File: config.mk
export PLATFORM = sky130hd
export DESIGN_NAME = clock_set_ctrl_flat
export DESIGN_NICKNAME = d
export VERILOG_FILES = /design/src/rtl/clock_set_ctrl_pkg.sv /design/src/rtl/clock_set_ctrl_if.sv /design/src/rtl/clock_set_ctrl_bcd_mod_inc.sv /design/src/rtl/clock_set_ctrl.sv /design/src/flat_wrapper.sv
export SDC_FILE = /design/constraint.sdc
export NUM_CORES = 1
export LEC_CHECK = 0
export CAP_MARGIN = 30
export CORE_AREA = 2 2 98 137
export CTS_CLUSTER_DIAMETER = 100
export DETAILED_ROUTE_END_ITERATION = 10
export DIE_AREA = 0 0 100 139
export GPL_TIMING_DRIVEN = 0
export PLACE_DENSITY_LB_ADDON = 0.12
export SYNTH_ARGS = -nofsm -noshare
export SYNTH_HDL_FRONTEND = slang
export SYNTH_HIERARCHICAL = 1
export SYNTH_SLANG_ARGS = --single-unit
File: constraint.sdc
create_clock -name clk -period 3.9 [get_ports clk]
set_clock_uncertainty 0.05 [all_clocks]
set_input_delay 0.39 -clock clk [delete_from_list [all_inputs] [get_ports clk]]
set_output_delay 0.39 -clock clk [all_outputs]
set_load 0.02 [all_outputs]
File: src/rtl/clock_set_ctrl_pkg.sv
// clock_pkg: shared types and constants for the time-set / alarm controller.
//   state_t  - user-edit sequencing states
//   bcd8_t   - two-digit packed BCD value (tens in [7:4], units in [3:0])
//   HR_MAX   - last legal hour value before wrapping to 00
//   MIN_MAX  - last legal minute value before wrapping to 00
package clock_pkg;

    typedef enum logic [2:0] {
        RUN,
        SET_HR,
        SET_MIN,
        ALM_HR,
        ALM_MIN
    } state_t;

    typedef logic [7:0] bcd8_t;

    localparam bcd8_t HR_MAX  = 8'h23;
    localparam bcd8_t MIN_MAX = 8'h59;

endpackage

File: src/rtl/clock_set_ctrl_if.sv
// clock_set_ctrl_if: bundle between the controller and its surroundings.
//   tick_1hz, btn_mode, btn_inc  - one-cycle event pulses (debouncers / timebase)
//   cur_hr, cur_min, cur_sec     - live BCD time from the timekeeping counter
//   load, ld_hr, ld_min          - load command and value for the counter
//   disp_hr, disp_min            - BCD value for the HH:MM digits
//   blank_hr, blank_min          - blink blanking of the field being edited
//   alarm_on, buzz               - alarm armed flag and buzzer drive
// Modports: master = environment side, slave = controller side.
interface clock_set_ctrl_if;
    import clock_pkg::*;

    logic  tick_1hz;
    logic  btn_mode;
    logic  btn_inc;
    bcd8_t cur_hr;
    bcd8_t cur_min;
    bcd8_t cur_sec;

    logic  load;
    bcd8_t ld_hr;
    bcd8_t ld_min;
    bcd8_t disp_hr;
    bcd8_t disp_min;
    logic  blank_hr;
    logic  blank_min;
    logic  alarm_on;
    logic  buzz;

    modport master (
        output tick_1hz, btn_mode, btn_inc, cur_hr, cur_min, cur_sec,
        input  load, ld_hr, ld_min, disp_hr, disp_min,
               blank_hr, blank_min, alarm_on, buzz
    );

    modport slave (
        input  tick_1hz, btn_mode, btn_inc, cur_hr, cur_min, cur_sec,
        output load, ld_hr, ld_min, disp_hr, disp_min,
               blank_hr, blank_min, alarm_on, buzz
    );

endinterface

File: src/rtl/clock_set_ctrl_bcd_mod_inc.sv
// bcd_mod_inc: combinational two-digit BCD increment with wrap limit.
//   value  - current BCD value (assumed legal and <= limit)
//   limit  - last legal value; value==limit wraps to 8'h00
//   result - incremented BCD value
module bcd_mod_inc
    import clock_pkg::*;
(
    input  bcd8_t value,
    input  bcd8_t limit,
    output bcd8_t result
);

    // Wrap at or beyond the limit so an out-of-range value heals to 00.
    always_comb begin
        result = value;
        if (value >= limit) begin
            result = 8'h00;
        end else if (value[3:0] == 4'h9) begin
            result = {value[7:4] + 4'h1, 4'h0};
        end else begin
            result = {value[7:4], value[3:0] + 4'h1};
        end
    end

endmodule

File: src/rtl/clock_set_ctrl.sv
// clock_set_ctrl: time-set and alarm controller for the HH:MM:SS BCD clock.
// Sequences edits of the running time and the alarm from btn_mode/btn_inc,
// commands the counter to load an edited time, compares the live time with
// the alarm and drives the buzzer.
//   clk  - system clock
//   rst  - synchronous, active-high reset
//   bus  - clock_set_ctrl_if.slave (events, live time, load, display, alarm)
// Parameters: BUZZ_SECS (buzzer duration in ticks), SNOOZE_MIN (snooze only).
// Optional feature macro: SNOOZE_EN (btn_inc during buzz snoozes instead of
// cancelling; snooze logic is absent when the macro is undefined).
module clock_set_ctrl
    import clock_pkg::*;
#(
    parameter int BUZZ_SECS = 60
`ifdef SNOOZE_EN
    , parameter int SNOOZE_MIN = 5
`endif
) (
    input  logic             clk,
    input  logic             rst,
    clock_set_ctrl_if.slave  bus
);

    localparam logic [7:0] BUZZ_LOAD = 8'(BUZZ_SECS);
`ifdef SNOOZE_EN
    localparam logic [11:0] SNOOZE_TICKS = 12'(SNOOZE_MIN * 60);
`endif

    state_t     state, state_nx;
    bcd8_t      edit_hr, edit_hr_nx, edit_min, edit_min_nx;
    bcd8_t      alm_hr, alm_hr_nx, alm_min, alm_min_nx;
    bcd8_t      ld_hr, ld_hr_nx, ld_min, ld_min_nx;
    bcd8_t      disp_hr, disp_hr_nx, disp_min, disp_min_nx;
    logic       load, load_nx;
    logic       blank_hr, blank_hr_nx, blank_min, blank_min_nx;
    logic       alarm_on, alarm_on_nx;
    logic       buzz, buzz_nx;
    logic       blink_ph, blink_ph_nx;
    logic [7:0] buzz_cnt, buzz_cnt_nx;
`ifdef SNOOZE_EN
    logic        snooze_act, snooze_act_nx;
    logic [11:0] snooze_cnt, snooze_cnt_nx;
`endif

    logic  hr_field;
    logic  mode;
    logic  inc;
    logic  fire;
    bcd8_t field_val, field_lim, field_inc;

    // A single incrementer serves whichever field is being edited.
    assign hr_field  = (state == SET_HR) || (state == ALM_HR);
    assign field_val = hr_field ? edit_hr : edit_min;
    assign field_lim = hr_field ? HR_MAX : MIN_MAX;

    bcd_mod_inc u_inc (
        .value  (field_val),
        .limit  (field_lim),
        .result (field_inc)
    );

    // btn_mode wins a collision, so btn_inc is masked by it.
    assign mode = bus.btn_mode;
    assign inc  = bus.btn_inc & ~bus.btn_mode;

    // Matches are only honoured while running; edits simply miss them.
    assign fire = bus.tick_1hz && (state == RUN) && alarm_on &&
                  (bus.cur_hr == alm_hr) && (bus.cur_min == alm_min) &&
                  (bus.cur_sec == 8'h00);

    // Register bank: every output is a flop.
    always_ff @(posedge clk) begin
        if (rst) begin
            state      <= RUN;
            edit_hr    <= 8'h00;
            edit_min   <= 8'h00;
            alm_hr     <= 8'h00;
            alm_min    <= 8'h00;
            ld_hr      <= 8'h00;
            ld_min     <= 8'h00;
            disp_hr    <= 8'h00;
            disp_min   <= 8'h00;
            load       <= 1'b0;
            blank_hr   <= 1'b0;
            blank_min  <= 1'b0;
            alarm_on   <= 1'b0;
            buzz       <= 1'b0;
            blink_ph   <= 1'b0;
            buzz_cnt   <= 8'h00;
`ifdef SNOOZE_EN
            snooze_act <= 1'b0;
            snooze_cnt <= 12'h000;
`endif
        end else begin
            state      <= state_nx;
            edit_hr    <= edit_hr_nx;
            edit_min   <= edit_min_nx;
            alm_hr     <= alm_hr_nx;
            alm_min    <= alm_min_nx;
            ld_hr      <= ld_hr_nx;
            ld_min     <= ld_min_nx;
            disp_hr    <= disp_hr_nx;
            disp_min   <= disp_min_nx;
            load       <= load_nx;
            blank_hr   <= blank_hr_nx;
            blank_min  <= blank_min_nx;
            alarm_on   <= alarm_on_nx;
            buzz       <= buzz_nx;
            blink_ph   <= blink_ph_nx;
            buzz_cnt   <= buzz_cnt_nx;
`ifdef SNOOZE_EN
            snooze_act <= snooze_act_nx;
            snooze_cnt <= snooze_cnt_nx;
`endif
        end
    end

    // Next-state logic. Order matters: countdowns first, then button
    // handling may override them, and an alarm match has the final say.
    // Display and blanking are derived from the next values so that a
    // button or tick shows up on the very next edge.
    always_comb begin
        state_nx     = state;
        edit_hr_nx   = edit_hr;
        edit_min_nx  = edit_min;
        alm_hr_nx    = alm_hr;
        alm_min_nx   = alm_min;
        ld_hr_nx     = ld_hr;
        ld_min_nx    = ld_min;
        load_nx      = 1'b0;
        alarm_on_nx  = alarm_on;
        buzz_nx      = buzz;
        buzz_cnt_nx  = buzz_cnt;
        blink_ph_nx  = blink_ph ^ bus.tick_1hz;
`ifdef SNOOZE_EN
        snooze_act_nx = snooze_act;
        snooze_cnt_nx = snooze_cnt;
`endif

        if (buzz && bus.tick_1hz) begin
            if (buzz_cnt <= 8'd1) begin
                buzz_nx     = 1'b0;
                buzz_cnt_nx = 8'h00;
            end else begin
                buzz_cnt_nx = buzz_cnt - 8'd1;
            end
        end

`ifdef SNOOZE_EN
        // An expiry outside RUN is dropped, like any other missed match.
        if (snooze_act && bus.tick_1hz) begin
            if (snooze_cnt <= 12'd1) begin
                snooze_act_nx = 1'b0;
                if (state == RUN) begin
                    buzz_nx     = 1'b1;
                    buzz_cnt_nx = BUZZ_LOAD;
                end
            end else begin
                snooze_cnt_nx = snooze_cnt - 12'd1;
            end
        end
`endif

        if (buzz) begin
            // A press while buzzing only silences; it does nothing else.
`ifdef SNOOZE_EN
            if (mode) begin
                buzz_nx       = 1'b0;
                snooze_act_nx = 1'b0;
            end else if (inc) begin
                buzz_nx       = 1'b0;
                snooze_act_nx = 1'b1;
                snooze_cnt_nx = SNOOZE_TICKS;
            end
`else
            if (mode || inc) begin
                buzz_nx = 1'b0;
            end
`endif
        end else if (mode) begin
`ifdef SNOOZE_EN
            snooze_act_nx = 1'b0;
`endif
            case (state)
                RUN: begin
                    edit_hr_nx  = bus.cur_hr;
                    edit_min_nx = bus.cur_min;
                    state_nx    = SET_HR;
                end
                SET_HR: begin
                    state_nx = SET_MIN;
                end
                SET_MIN: begin
                    load_nx     = 1'b1;
                    ld_hr_nx    = edit_hr;
                    ld_min_nx   = edit_min;
                    edit_hr_nx  = alm_hr;
                    edit_min_nx = alm_min;
                    state_nx    = ALM_HR;
                end
                ALM_HR: begin
                    state_nx = ALM_MIN;
                end
                ALM_MIN: begin
                    alm_hr_nx  = edit_hr;
                    alm_min_nx = edit_min;
                    state_nx   = RUN;
                end
                default: begin
                    state_nx = RUN;
                end
            endcase
        end else if (inc) begin
            if (state == RUN) begin
`ifdef SNOOZE_EN
                if (alarm_on) begin
                    snooze_act_nx = 1'b0;
                end
`endif
                alarm_on_nx = ~alarm_on;
            end else if (hr_field) begin
                edit_hr_nx = field_inc;
            end else begin
                edit_min_nx = field_inc;
            end
        end

        if (fire) begin
            buzz_nx     = 1'b1;
            buzz_cnt_nx = BUZZ_LOAD;
        end

        if (state_nx == RUN) begin
            disp_hr_nx  = bus.cur_hr;
            disp_min_nx = bus.cur_min;
        end else begin
            disp_hr_nx  = edit_hr_nx;
            disp_min_nx = edit_min_nx;
        end
        blank_hr_nx  = blink_ph_nx && ((state_nx == SET_HR)  || (state_nx == ALM_HR));
        blank_min_nx = blink_ph_nx && ((state_nx == SET_MIN) || (state_nx == ALM_MIN));
    end

    assign bus.load      = load;
    assign bus.ld_hr     = ld_hr;
    assign bus.ld_min    = ld_min;
    assign bus.disp_hr   = disp_hr;
    assign bus.disp_min  = disp_min;
    assign bus.blank_hr  = blank_hr;
    assign bus.blank_min = blank_min;
    assign bus.alarm_on  = alarm_on;
    assign bus.buzz      = buzz;

endmodule

File: src/flat_wrapper.sv
// flat-port wrapper written by rule: the top's interface ports become plain ports
module clock_set_ctrl_flat import clock_pkg::*;
#(
    parameter int BUZZ_SECS = 60

)
  (clk, rst, bus_tick_1hz, bus_btn_mode, bus_btn_inc, bus_cur_hr, bus_cur_min, bus_cur_sec, bus_load, bus_ld_hr, bus_ld_min, bus_disp_hr, bus_disp_min, bus_blank_hr, bus_blank_min, bus_alarm_on, bus_buzz);
  clock_set_ctrl_if bus_i ();
  input  logic clk;
  input  logic rst;
  input wire logic [$bits(bus_i.tick_1hz)-1:0] bus_tick_1hz;
  input wire logic [$bits(bus_i.btn_mode)-1:0] bus_btn_mode;
  input wire logic [$bits(bus_i.btn_inc)-1:0] bus_btn_inc;
  input wire logic [$bits(bus_i.cur_hr)-1:0] bus_cur_hr;
  input wire logic [$bits(bus_i.cur_min)-1:0] bus_cur_min;
  input wire logic [$bits(bus_i.cur_sec)-1:0] bus_cur_sec;
  output wire logic [$bits(bus_i.load)-1:0] bus_load;
  output wire logic [$bits(bus_i.ld_hr)-1:0] bus_ld_hr;
  output wire logic [$bits(bus_i.ld_min)-1:0] bus_ld_min;
  output wire logic [$bits(bus_i.disp_hr)-1:0] bus_disp_hr;
  output wire logic [$bits(bus_i.disp_min)-1:0] bus_disp_min;
  output wire logic [$bits(bus_i.blank_hr)-1:0] bus_blank_hr;
  output wire logic [$bits(bus_i.blank_min)-1:0] bus_blank_min;
  output wire logic [$bits(bus_i.alarm_on)-1:0] bus_alarm_on;
  output wire logic [$bits(bus_i.buzz)-1:0] bus_buzz;
  assign bus_i.tick_1hz = bus_tick_1hz;
  assign bus_i.btn_mode = bus_btn_mode;
  assign bus_i.btn_inc = bus_btn_inc;
  assign bus_i.cur_hr = bus_cur_hr;
  assign bus_i.cur_min = bus_cur_min;
  assign bus_i.cur_sec = bus_cur_sec;
  assign bus_load = bus_i.load;
  assign bus_ld_hr = bus_i.ld_hr;
  assign bus_ld_min = bus_i.ld_min;
  assign bus_disp_hr = bus_i.disp_hr;
  assign bus_disp_min = bus_i.disp_min;
  assign bus_blank_hr = bus_i.blank_hr;
  assign bus_blank_min = bus_i.blank_min;
  assign bus_alarm_on = bus_i.alarm_on;
  assign bus_buzz = bus_i.buzz;
  clock_set_ctrl #(.BUZZ_SECS(BUZZ_SECS)) u_core (.clk(clk), .rst(rst), .bus(bus_i));
endmodule
==> summary.txt <==
status: finished, final reports clean
CTS sink cnt: 81
max incr delay on CP: 510 ps
reg-to-reg slack, setup: 70 ps
buffers added on ports: 63
Slew Limit Headroom: 43.7%
critical path capture point type: flop
slowest stage cell, crit path: a211oi_1
measured slew at the worst slew-check pin: 835 ps
Routed wire per std cell: 19.3 um
P_leak: 0.00219 uW
Antenna diodes: 0
Non-Filler Instances: 727
wire length of the first global-routing pass: 21800 um
VDD IR-drop max: 0.000168 V
clk_lat worst skew: 350 ps
slack of the critical path: 73.4 ps
# H-tree levels: 3
Flop pwr share: 41.4%
clk buf depth: 2
power density cells: 391 nW/um^2
synthesized area: 4340 um^2
CTS tree: built
DRC Markers: 0
combinational power share: 16.8%
post-DP HPWL: 10600 um
startpoint types: flop
FF+latch count, synth: 81
Total Routing Usage GR: 20.7%
die area: 13900 um^2
Setup TNS: 0 ps
CP Data Arrival Time: 4030 ps
io pins: 66
CP cell instances: buf_2 > nand2b_1 > buf_2 > mux2_2 > inv_1 > ha_1 > nand2b_4 > a2111oi_4 > o21bai_2 > a211oi_1 > nand2_1 > mux2_2 > a31oi_1
final hold vios: 0
largest net degree at the start of global routing: 15
pre-CTS setup slack: -21.3 ps
Starting Density: 34.1%
DP Cell Count: 711
Clk pwr share: 41.8%
post-route ant nets: 0
Highest Clock Rate: 261 MHz
total grt overflow: 0
CP Buf/Inv Count: 3
Root Buffer: clkbuf_16
core area: 12800 um^2
Iteration-0 DRC Markers: 249
Seq/Total Area, Yosys: 37.3%
share of layout cells above drive strength 1: 12.2%
Sw Share: 28.0%
max_cap viols: 0
number of buffers created by CTS: 9
period utilization: 98.1%
die width: 100 um
yosys synthesis warning count: 6
commonest non-fill, non-tap cell in the layout: dfxtp_1
post-layout min period: 3830 ps
Die Span Y: 139 um
Avg Cell Area, Syn: 8.79 um^2
Psw: 602 uW
Crit Path Category: flop to flop
detailed-route via count: 3982
Final Max Slew Viols: 0
commonest non-fill, non-tap cells in the layout: dfxtp_1, clkdlybuf4s50_1, nand2_1
library cells used by synthesis: 65
CTS clk-pin slew, worst paths: 70 ps
CP Data Required Time: 4100 ps
cells after synthesis: 494
final setup violation count: 0
Internal Power: 1550 uW
length of the first detailed-routing pass in iterations: 5
Post-synth ARST share: 0%
min-delay worst type: flop to flop
DR vias/cell: 5.48
Syn-to-layout area delta: 26.6%
RSZ-0062 raised after global routing: yes
initial antenna violation count: 0
vias in the first global route: 3965
Nets: 611
Routed WL: 14100 um
Core Util, Final: 43.1%
GP Congestion: 0.861
EDFF count, synth: 0
Core Rows: 49
delay-heaviest family, CP: compound AO/OA/AOI/OAI gates
hold slack: 405 ps
Worst Path Max Fanout: 12
prevailing post-synth register cell: dfxtp_1
==> power groups by stage <==
stage                     combinational (uW)  sequential [uW]  clock (uW)
after CTS                                357              891         920
after global placement                   354              909           0
after floorplan                          190              922           0
final                                    362              891         900
after detailed placement                 355              910           0
after global routing                     387              894         966
==> sequential cells by signal, summed over array words and instances, names as in the netlist <==
register              flops
u_core/alm_min            8
u_core/alm_hr             8
u_core/bus.load           1
u_core/edit_min           8
u_core/bus.blank_hr       1
u_core/bus.ld_hr          8
u_core/bus.alarm_on       1
u_core/bus.disp_min       8
u_core/bus.ld_min         8
u_core/buzz_cnt           8
u_core/bus.buzz           1
u_core/blink_ph           1
u_core/state              3
u_core/bus.disp_hr        8
u_core/edit_hr            8
u_core/bus.blank_min      1
==> through the flow <==
stage	instance area, um^2	power (uW)
3_5_place_dp	5170	1260
6_report	5500	2150
5_1_grt	5500	2250
3_3_place_gp	5170	1260
2_1_floorplan	4350	1110
4_1_cts	5490	2170
==> final cells by class <==
| class | count | area [um^2] |
|---|---|---|
| Fill cell | 1275 | 7250 |
| Sequential cell | 81 | 1620 |
| Buffer | 29 | 153 |
| Inverter | 20 | 75.1 |
| Timing Repair Buffer | 63 | 631 |
| Clock inverter | 5 | 62.6 |
| Tap cell | 153 | 191 |
| Clock buffer | 11 | 253 |
| Multi-Input combinational cell | 365 | 2510 |
==> cell families after synthesis <==
family | share of synthesized area, %
buffers and inverters | 5.24
adders and majority gates | 3.74
other | 0.173
DFF | 37.3
muxes | 9.36
and+or+nand+nor | 18.9
AOI/OAI and AO/OA | 19.6
xor gates and xnor gates | 5.65
==> worst register-to-register path, stage by stage, from the launching register on <==
cell       delay [ps]
dfxtp_1           410
buf_2             270
nand2b_1          140
buf_2             270
mux2_2            410
inv_1             100
ha_1              230
nand2b_4          140
a2111oi_4         360
o21bai_2          210
a211oi_1          510
nand2_1           100
mux2_2            310
a31oi_1           210
==> per-layer routing <==
metal	track usage, %	share of wire, %	wire, um	vias up
met2	35.2	50	7070	146
li1	-	-	-	1923
met1	24.4	40	5630	1876
met4	11.5	4.4	623	0
met3	3.33	5.2	735	37
met5	0	0	0	-
==> worst paths after layout <==
| kind | endpoint | from | depth (start not counted) |
|---|---|---|---|
| max | u_core/bus.disp_min[0] | u_core/state[2] | 13 |
| max reg2reg | u_core/bus.disp_min[0] | u_core/state[2] | 13 |
| min | u_core/bus.ld_min[6] | u_core/bus.ld_min[6] | 2 |
| min reg2reg | u_core/bus.ld_min[6] | u_core/bus.ld_min[6] | 2 |
==> timing repair <==
action	in CTS	in global routing
hold endpoints to repair	0	0
pin swaps	0	1
hold buffers	0	0
resized for setup	1	2
buffers inserted	0	0
setup endpoints to repair	2	11
==> synth_stat cells (4+ instances only) <==
master | count | area [um^2]
dfxtp_1 | 81 | 1620
nand2_1 | 56 | 210
a21oi_1 | 43 | 215
nor2_1 | 37 | 139
inv_1 | 20 | 75.1
mux2i_1 | 19 | 190
o21ai_0 | 19 | 95.1
mux2_2 | 18 | 203
xor2_1 | 17 | 149
ha_1 | 13 | 163
clkbuf_1 | 12 | 45.0
xnor2_1 | 11 | 96.3
a221oi_1 | 10 | 87.6
a31oi_1 | 10 | 62.6
buf_2 | 10 | 50.1
a211oi_1 | 9 | 67.6
nand3_1 | 9 | 45.0
nor4_1 | 8 | 50.1
nor3_1 | 7 | 35.0
a21boi_0 | 6 | 45.0
a222oi_1 | 5 | 50.1
and3_1 | 4 | 25.0
nor2b_1 | 4 | 25.0
o22ai_1 | 4 | 25.0
Power figures use the tool's default switching activity.
